==> src/rtl/aes_pkg.sv <==
// aes_pkg: shared AES GF(2^8) helpers and FSM state type
package aes_pkg;

    localparam logic [8:0] AES_POLY = 9'h11b;

    typedef enum logic [1:0] {IDLE, BUSY, DONE} state_e;

    function automatic logic [7:0] xtime(input logic [7:0] b);
        return {b[6:0], 1'b0} ^ (b[7] ? AES_POLY[7:0] : 8'h00);
    endfunction

    function automatic logic [7:0] x2(input logic [7:0] b);
        return xtime(b);
    endfunction

    function automatic logic [7:0] x3(input logic [7:0] b);
        return xtime(b) ^ b;
    endfunction

    function automatic logic [7:0] x4(input logic [7:0] b);
        return xtime(xtime(b));
    endfunction

    function automatic logic [7:0] x8(input logic [7:0] b);
        return xtime(x4(b));
    endfunction

    function automatic logic [7:0] x9(input logic [7:0] b);
        return x8(b) ^ b;
    endfunction

    function automatic logic [7:0] xb(input logic [7:0] b);
        return x8(b) ^ x2(b) ^ b;
    endfunction

    function automatic logic [7:0] xd(input logic [7:0] b);
        return x8(b) ^ x4(b) ^ b;
    endfunction

    function automatic logic [7:0] xe(input logic [7:0] b);
        return x8(b) ^ x4(b) ^ x2(b);
    endfunction

endpackage

==> src/rtl/mix_single_column.sv <==
// mix_single_column: combinational (Inv)MixColumns of one column, row 0 in bits [31:24]
module mix_single_column
    import aes_pkg::*;
(
    input  logic        inverse,
    input  logic [31:0] col_i,
    output logic [31:0] col_o
);

    logic [7:0] a [4];

    for (genvar i = 0; i < 4; i++) begin : g_byte
        assign a[i] = col_i[31-8*i -: 8];
        assign col_o[31-8*i -: 8] = inverse
            ? xe(a[i]) ^ xb(a[(i+1)%4]) ^ xd(a[(i+2)%4]) ^ x9(a[(i+3)%4])
            : x2(a[i]) ^ x3(a[(i+1)%4]) ^ a[(i+2)%4] ^ a[(i+3)%4];
    end

endmodule

==> src/rtl/mix_columns_seq.sv <==
// mix_columns_seq: iterative AES (Inv)MixColumns over a row-major state, COLS_PER_CYCLE columns per clock
module mix_columns_seq
    import aes_pkg::*;
#(
    parameter int COLS_PER_CYCLE = 1
) (
    input  logic         CLK,
    input  logic         RST,
    input  logic         In_Valid,
    output logic         In_Ready,
    input  logic [0:127] In_State,
    input  logic         In_Inverse,
    output logic         Out_Valid,
    input  logic         Out_Ready,
    output logic [0:127] Out_State
);

    if (COLS_PER_CYCLE != 1 && COLS_PER_CYCLE != 2 && COLS_PER_CYCLE != 4) begin : g_bad_cfg
        $error("mix_columns_seq: COLS_PER_CYCLE must be 1, 2 or 4");
    end

    localparam logic [1:0] STEP = 2'(COLS_PER_CYCLE);
    localparam logic [1:0] LAST = 2'(4 - COLS_PER_CYCLE);

    state_e       state_q, state_d;
    logic [1:0]   col_q, col_d;
    logic [0:127] work_q, work_d;
    logic         inv_q, inv_d;

    logic [1:0]   col_idx [COLS_PER_CYCLE];
    logic [31:0]  col_in  [COLS_PER_CYCLE];
    logic [31:0]  col_out [COLS_PER_CYCLE];

    // byte (r, c) sits at bit offset 32*r + 8*c of the row-major working register
    for (genvar j = 0; j < COLS_PER_CYCLE; j++) begin : g_col
        assign col_idx[j] = col_q + 2'(j);
        assign col_in[j]  = {work_q[{2'd0, col_idx[j], 3'd0} +: 8],
                             work_q[{2'd1, col_idx[j], 3'd0} +: 8],
                             work_q[{2'd2, col_idx[j], 3'd0} +: 8],
                             work_q[{2'd3, col_idx[j], 3'd0} +: 8]};
        mix_single_column u_mix (
            .inverse (inv_q),
            .col_i   (col_in[j]),
            .col_o   (col_out[j])
        );
    end

    always_comb begin
        state_d = state_q;
        col_d   = col_q;
        work_d  = work_q;
        inv_d   = inv_q;
        case (state_q)
            IDLE: if (In_Valid) begin
                state_d = BUSY;
                col_d   = '0;
                work_d  = In_State;
                inv_d   = In_Inverse;
            end
            BUSY: begin
                for (int c = 0; c < COLS_PER_CYCLE; c++)
                    for (int r = 0; r < 4; r++)
                        work_d[{2'(r), col_idx[c], 3'd0} +: 8] = col_out[c][{~2'(r), 3'd7} -: 8];
                col_d   = col_q + STEP;
                state_d = (col_q == LAST) ? DONE : BUSY;
            end
            DONE:    state_d = Out_Ready ? IDLE : DONE;
            default: state_d = IDLE;
        endcase
    end

    always_ff @(posedge CLK) begin
        if (RST) begin
            state_q <= IDLE;
            col_q   <= '0;
            work_q  <= '0;
            inv_q   <= 1'b0;
        end else begin
            state_q <= state_d;
            col_q   <= col_d;
            work_q  <= work_d;
            inv_q   <= inv_d;
        end
    end

    assign In_Ready  = (state_q == IDLE) && !RST;
    assign Out_Valid = (state_q == DONE) && !RST;
    assign Out_State = work_q;

endmodule

==> config.mk <==
export PLATFORM = sky130hd
export DESIGN_NAME = mix_columns_seq
export DESIGN_NICKNAME = d
export VERILOG_FILES = /design/src/rtl/aes_pkg.sv /design/src/rtl/mix_single_column.sv /design/src/rtl/mix_columns_seq.sv
export SDC_FILE = /design/constraint.sdc
export NUM_CORES = 1
export LEC_CHECK = 0
export ABC_CLOCK_PERIOD_IN_PS = 9600
export CAP_MARGIN = 25
export CORE_MARGIN = 10
export CORE_UTILIZATION = 53
export CTS_CLUSTER_DIAMETER = 80
export CTS_CLUSTER_SIZE = 30
export DETAILED_ROUTE_END_ITERATION = 10
export MAX_ROUTING_LAYER = met4
export PLACE_DENSITY = 0.87
export RECOVER_POWER = 50
export SETUP_SLACK_MARGIN = 0.4
export SYNTH_ARGS = -nofsm -noshare
export SYNTH_HDL_FRONTEND = slang
export SYNTH_SLANG_ARGS = --single-unit
==> constraint.sdc <==
create_clock -name CLK -period 9.6 [get_ports CLK]
set_clock_uncertainty 0.1 [all_clocks]
set_input_delay 1.44 -clock CLK [delete_from_list [all_inputs] [get_ports CLK]]
set_output_delay 1.44 -clock CLK [all_outputs]
set_load 0.02 [all_outputs]
==> results.txt, run 1 <==
outcome: finished with violations
failing checks: max-capacitance violations, max-slew violations
crit-path max FO: 81
CTS tree: yes
min Tclk post-route: 6.56 ns
Setup TNS: 0 ns
VDD IR max: 0.208 mV
Cell variety after synth: 48
Post-CTS Setup Bufs: 0
final net count: 1,318
CTS buffer count: 17
post-synthesis average cell area: 9.49 µm²
Post-DP HPWL: 27,000 µm
maxcap violations: 1
io pins: 263
CP top delay family: buffers and inverters
Layout area overhead: 34.8%
hold_buf cts: 0
drt total wl: 38,700 µm
layout cell share with drive strength beyond 1: 9.13%
Yosys top cell by area: dfxtp_1
Post-synth EDFFs: 0
hold path cells: 2
initial antenna violation count: 1
Starting Density: 53.9%
crit path DAT: 5.02 ns
Yosys reg bits: 133
DR vias/cell: 6.75
worst r2r path cells: 9
DR DRC count: 0
# rows: 48
power per cell area: 275 nW/µm²
Crit. End Element: primary output
Critical Path, Cell by Cell: clkbuf_1, buf_4, nor3b_1, clkdlybuf4s50_1
share of the synthesized area in the top cell type: 28.7%
Clk pin slew, worst setup/hold paths: 0.06 ns
synth top area cells: dfxtp_1 (29%), xnor2_1 (11%), a221oi_1 (7.9%), mux4_2 (7.8%), nor3_1 (5.9%)
port bufs: 262
Routability Congestion: 1.00
CORE AREA: 17,200 µm²
Iteration-0 DRC Markers: 1,556
worst r2r dst: Out_State[59]
Die Y: 152 µm
commonest non-fill, non-tap cell in the layout: nor2_1
setup slack, reg-to-reg: 5.17 ns
CP peak stage delay: 1.80 ns
first-pass GRT wire length: 58,200 µm
reg-to-reg startpoint: col_q[0]
Avg WL per Cell: 27.2 µm
area taken by flip-flops and latches: 2670 µm²
CTS resizes: 0
critical path class: input pin to primary output
Die ar.: 23,200 µm²
critical path's slowest cell: clkbuf_1
TritonRoute pass-1 iters: 5
final number of max-transition violations: 58
Final Hold Viols: 0
Seq/Total Area, Yosys: 28.7%
setup violators final: 0
largest net degree at the start of global routing: 82
Fin Hold WS: 0.384 ns
Worst Hold Class: register to register
YS warnings: 0
fill cell count: 1,207
total leakage power: 4.87 nW
vias in the first global route: 9,588
clock buffer depth: 2
Setup crit start kind: input pin
final worst path period share: 68.3%
vias: 9,582
prevailing post-synth register cell: dfxtp_1
grt ovf: 0
Req. time, crit path: 8.06 ns
hold path endpoint: Out_State[36]
cells after synthesis: 979
ys async rst share: 0%
Die X: 152 µm
H-tree Lvls: 4
Post-DRT Antenna Nets: 0
area of the multi-input gates: 6220 µm²
worst path bufs/invs: 3
clk sinks: 133
HP Start: Out_State[36]
worst rel slew slack: -71.7%
CTS root buffer: clkbuf_16
most frequent cells in the layout: nor2_1 (136), clkdlybuf4s50_1 (134), dfxtp_1 (131), dlygate4sd3_1 (127), xnor2_1 (119)
Worst-Skew Late Latency: 0.44 ns
f_max: 153 MHz
RSZ-0062 raised after global routing: no
cell area after synthesis: 9290 µm²
Total Routing Usage GR: 32.5%
worst-margin pin slew: 2.58 ns
syn nets: 1,116
## sequential cells by signal, summed over array words and instances (netlist names)
signal / flops
Out_State: 128
col_q: 2
state_q: 2
inv_q: 1
## cell families after synthesis
family	Yosys count	share of synthesized area [%]
AOI/OAI and AO/OA	190	15.8
xor gates and xnor gates	214	27.3
adders and majority gates	4	0.539
buffers and inverters	98	5.08
DFF	133	28.7
muxes	38	8.40
and+or+nand+nor	302	14.2
## synth_stat cells (all sizes together), types with 3 or more instances
library cell  instances
nor2                136
dfxtp               133
xnor2               131
nor3                111
a221oi               84
clkbuf               67
xor2                 48
nand2                36
mux4                 32
buf                  29
xnor3                26
a21oi                19
o21ai                18
a31oi                16
a221o                12
a22oi                 9
xor3                  9
a2111oi               8
a211oi                7
nand3                 7
mux2i                 6
a21o                  4
a2bb2oi               4
ha                    4
nand2b                4
o32ai                 4
and3                  3
## worst max path at each step
stage | start | endpoint | slack (ns) | cells after the start
after floorplan | RST | Out_Valid | 5.51 | 4
after global placement | RST | Out_Valid | 4.61 | 4
after detailed placement | RST | Out_Valid | 4.59 | 4
after CTS | RST | Out_Valid | 4.59 | 4
after global routing | RST | Out_Valid | 2.85 | 4
final | RST | Out_Valid | 3.04 | 4
## area by class of cell
cell class | count | share of cell area (%)
clock inverters | 11 | 0.839
well taps | 225 | 2.25
flip-flops and latches | 133 | 21.3
diodes | 1 | 0.0200
inverters | 2 | 0.0599
clock buffers | 21 | 3.60
repair buffers | 279 | 22.3
multi-input cells | 748 | 49.6
## metal layers
| layer | share of wire (%) | routed length, µm | global-route usage [%] | up-vias |
|---|---|---|---|---|
| li1 | - | - | - | 3997 |
| met1 | 36 | 14000 | 39.1 | 4568 |
| met2 | 46 | 18000 | 50.3 | 827 |
| met3 | 12 | 4670 | 8.24 | 190 |
| met4 | 5.3 | 2060 | 15.6 | 0 |
| met5 | 0 | 0 | - | - |
## power breakdown
| group | internal (mW) | total [mW] | switching [mW] |
|---|---|---|---|
| clock network | 0.363 | 0.627 | 0.264 |
| logic | 0.952 | 2.15 | 1.20 |
| registers | 0.612 | 0.664 | 0.0522 |
## tightest hold or removal path, delay by kind of cell, from the launching register on
family           cells  cell delay, ns
AO/OA/AOI/OAI        1            0.06
flip-flops           1            0.32
AND/OR/NAND/NOR      1            0.06
## per-stage QoR
| step | setup slack (ns) | std cells | utilization (%) | cell area [µm²] | power, mW |
|---|---|---|---|---|---|
| floorplan | 5.51 | 979 | - | 9290 | 2.21 |
| global placement | 4.61 | 1384 | 69.0 | 11900 | 2.75 |
| detailed placement | 4.59 | 1386 | 69.3 | 12000 | 2.78 |
| CTS | 4.59 | 1418 | 72.6 | 12500 | 3.41 |
| global route | 2.85 | 1420 | 72.7 | 12500 | 3.57 |
| finish | 3.04 | 1420 | 72.7 | 12500 | 3.44 |
Power figures use the tool's default switching activity.
==> inputs of run 2 (changes only) <==
- ABC_CLOCK_PERIOD_IN_PS: 9600 -> 5700
- CORE_UTILIZATION: 53 -> 44
- PLACE_DENSITY: 0.87 -> 0.78
- clock period: 9.6 -> 5.7 ns (I/O delays scaled with it)
==> run 2 against run 1 <==
The run still ends with max-capacitance violations, max-slew violations left. Setup slack got worse by 1.8 ns. First-iteration DRC count fell by 19%. Design area up 0.76%. Die area grew 18%. Core utilization down 12 points. Via count shrank 3.2%. Count of clock-buffer cells in the layout down 4. Global-route usage fell by 4.0 points. Sequential share of layout area decreased by 0.17 points. Final cell count increased by 3.7%. Critical endpoint is now Out_State[105]. Highest routed layer unchanged.
==> results.txt, run 2 (synthesis gave the netlist of run 1 again) <==
outcome: finished with violations
failing checks: max-capacitance violations, max-slew violations
Req. time, crit path: 5.95 ns
vias in the first global route: 9,476
fill cell count: 1,696
worst rel slew slack: -19.4%
Setup crit start kind: register
VDD IR max: 0.344 mV
RSZ-0062 raised after global routing: no
setup violators final: 0
CTS tree: yes
DR DRC count: 0
Starting Density: 44.5%
Crit. End Element: register
crit path DAT: 4.67 ns
Final Hold Viols: 0
crit-path max FO: 12
Clk pin slew, worst setup/hold paths: 0.06 ns
hold_buf cts: 0
Die ar.: 27,300 µm²
drt total wl: 39,000 µm
Post-DRT Antenna Nets: 0
Iteration-0 DRC Markers: 1,262
Routability Congestion: 1.01
Setup TNS: 0 ns
layout cell share with drive strength beyond 1: 9.55%
Post-Layout Inst Area: 12,600 µm²
Die Y: 165 µm
area taken by flip-flops and latches: 2660 µm²
area of the multi-input gates: 6200 µm²
final net count: 1,318
first-pass GRT wire length: 57,900 µm
H-tree Lvls: 4
min Tclk post-route: 4.41 ns
Worst Hold Class: register to register
power per cell area: 469 nW/µm²
Total Routing Usage GR: 28.6%
CTS buffer count: 17
total leakage power: 4.90 nW
DR vias/cell: 6.29
worst path bufs/invs: 1
Die X: 165 µm
critical path class: register to register
grt ovf: 0
hold path cells: 2
clk sinks: 133
initial antenna violation count: 2
maxcap violations: 1
worst r2r path cells: 9
Area after DPL: 12,000 µm²
clock buffer depth: 2
port bufs: 262
vias: 9,271
final worst path period share: 77.4%
CTS root buffer: clkbuf_16
f_max: 227 MHz
TritonRoute pass-1 iters: 6
Post-DP HPWL: 28,000 µm
Stages on worst setup path: 9
max reg flops: 128
CORE AREA: 20,900 µm²
worst-margin pin slew: 1.79 ns
Worst-Skew Late Latency: 0.44 ns
Avg WL per Cell: 26.5 µm
io pins: 263
CTS resizes: 0
Layout area overhead: 35.8%
Post-CTS Setup Bufs: 0
largest net degree at the start of global routing: 83
CP top delay family: XOR/XNOR gates
commonest non-fill, non-tap cell in the layout: nor2_1
most frequent cells in the layout: nor2_1 (136), clkdlybuf4s50_1 (134), dfxtp_1 (132), dlygate4sd3_1 (127), xnor2_1 (119)
critical path's slowest cell: mux4_2
Critical Path, Cell by Cell: buf_4, mux4_2, xor2_4, xor2_2, xnor3_1, nand2_1, xnor2_1, a221oi_1, nor3_1
final number of max-transition violations: 44
# rows: 53
CP peak stage delay: 0.79 ns
## run 2: cell types whose count changed in the layout (fill, tap and decap cells not counted), moves of 2 or more
cell	previous run	this run
inv_6	0	6
and3_1	3	1
a21oi_4	4	2
a21oi_2	0	2
clkbuf_1	4	0
buf_4	14	16
diode_2	1	4
bufinv_16	1	3
clkinv_2	2	0
and3_2	0	2
## run 2: layout make-up
| type | instances | share of cell area (%) |
|---|---|---|
| repair buffers | 279 | 22.0 |
| flip-flops and latches | 133 | 21.1 |
| multi-input cells | 748 | 49.1 |
| well taps | 275 | 2.73 |
| diodes | 4 | 0.0793 |
| inverters | 2 | 0.0595 |
| clock buffers | 17 | 3.37 |
| clock inverters | 15 | 1.52 |
## run 2: layer usage
layer	up-vias	global-route usage, %	part of all wire [%]
met4	0	12.6	4.3
met1	4438	33.8	37
met3	141	7.81	11
li1	3988	-	-
met2	704	44.9	48
met5	-	-	0
## run 2: worst register-to-register path: cells and delay by family (launching register included)
family,cells,cell delay (ns)
AOI/OAI and AO/OA,1,0.17
xor gates and xnor gates,4,1.88
buffers and inverters,1,0.37
DFF,1,0.68
muxes,1,0.80
and+or+nand+nor,2,0.33
## run 2: metrics by stage
step	util, %	setup slack [ns]	std cells	hold WS, ns	total power, mW
global route	60.4	1.03	1471	0.417	6.14
global placement	57.2	1.67	1435	0.388	4.69
floorplan	-	2.44	979	0.453	3.73
finish	60.4	1.29	1473	0.396	5.92
detailed placement	57.3	1.64	1436	0.389	4.69
CTS	60.3	1.56	1468	0.398	5.89
## run 2: power breakdown
| part | internal (mW) | switching [mW] | total [mW] |
|---|---|---|---|
| Combinational | 1.60 | 2.02 | 3.62 |
| Sequential | 1.03 | 0.0966 | 1.13 |
| Clock | 0.697 | 0.478 | 1.18 |
| Total | 3.33 | 2.60 | 5.92 |
## run 2: worst paths after layout
check | end | from | slack [ns]
setup / recovery | Out_State[105] | col_q[0] | 1.29
hold / removal | Out_State[36] | Out_State[36] | 0.40
setup reg to reg | Out_State[105] | col_q[0] | 1.29
hold reg to reg | Out_State[36] | Out_State[36] | 0.40
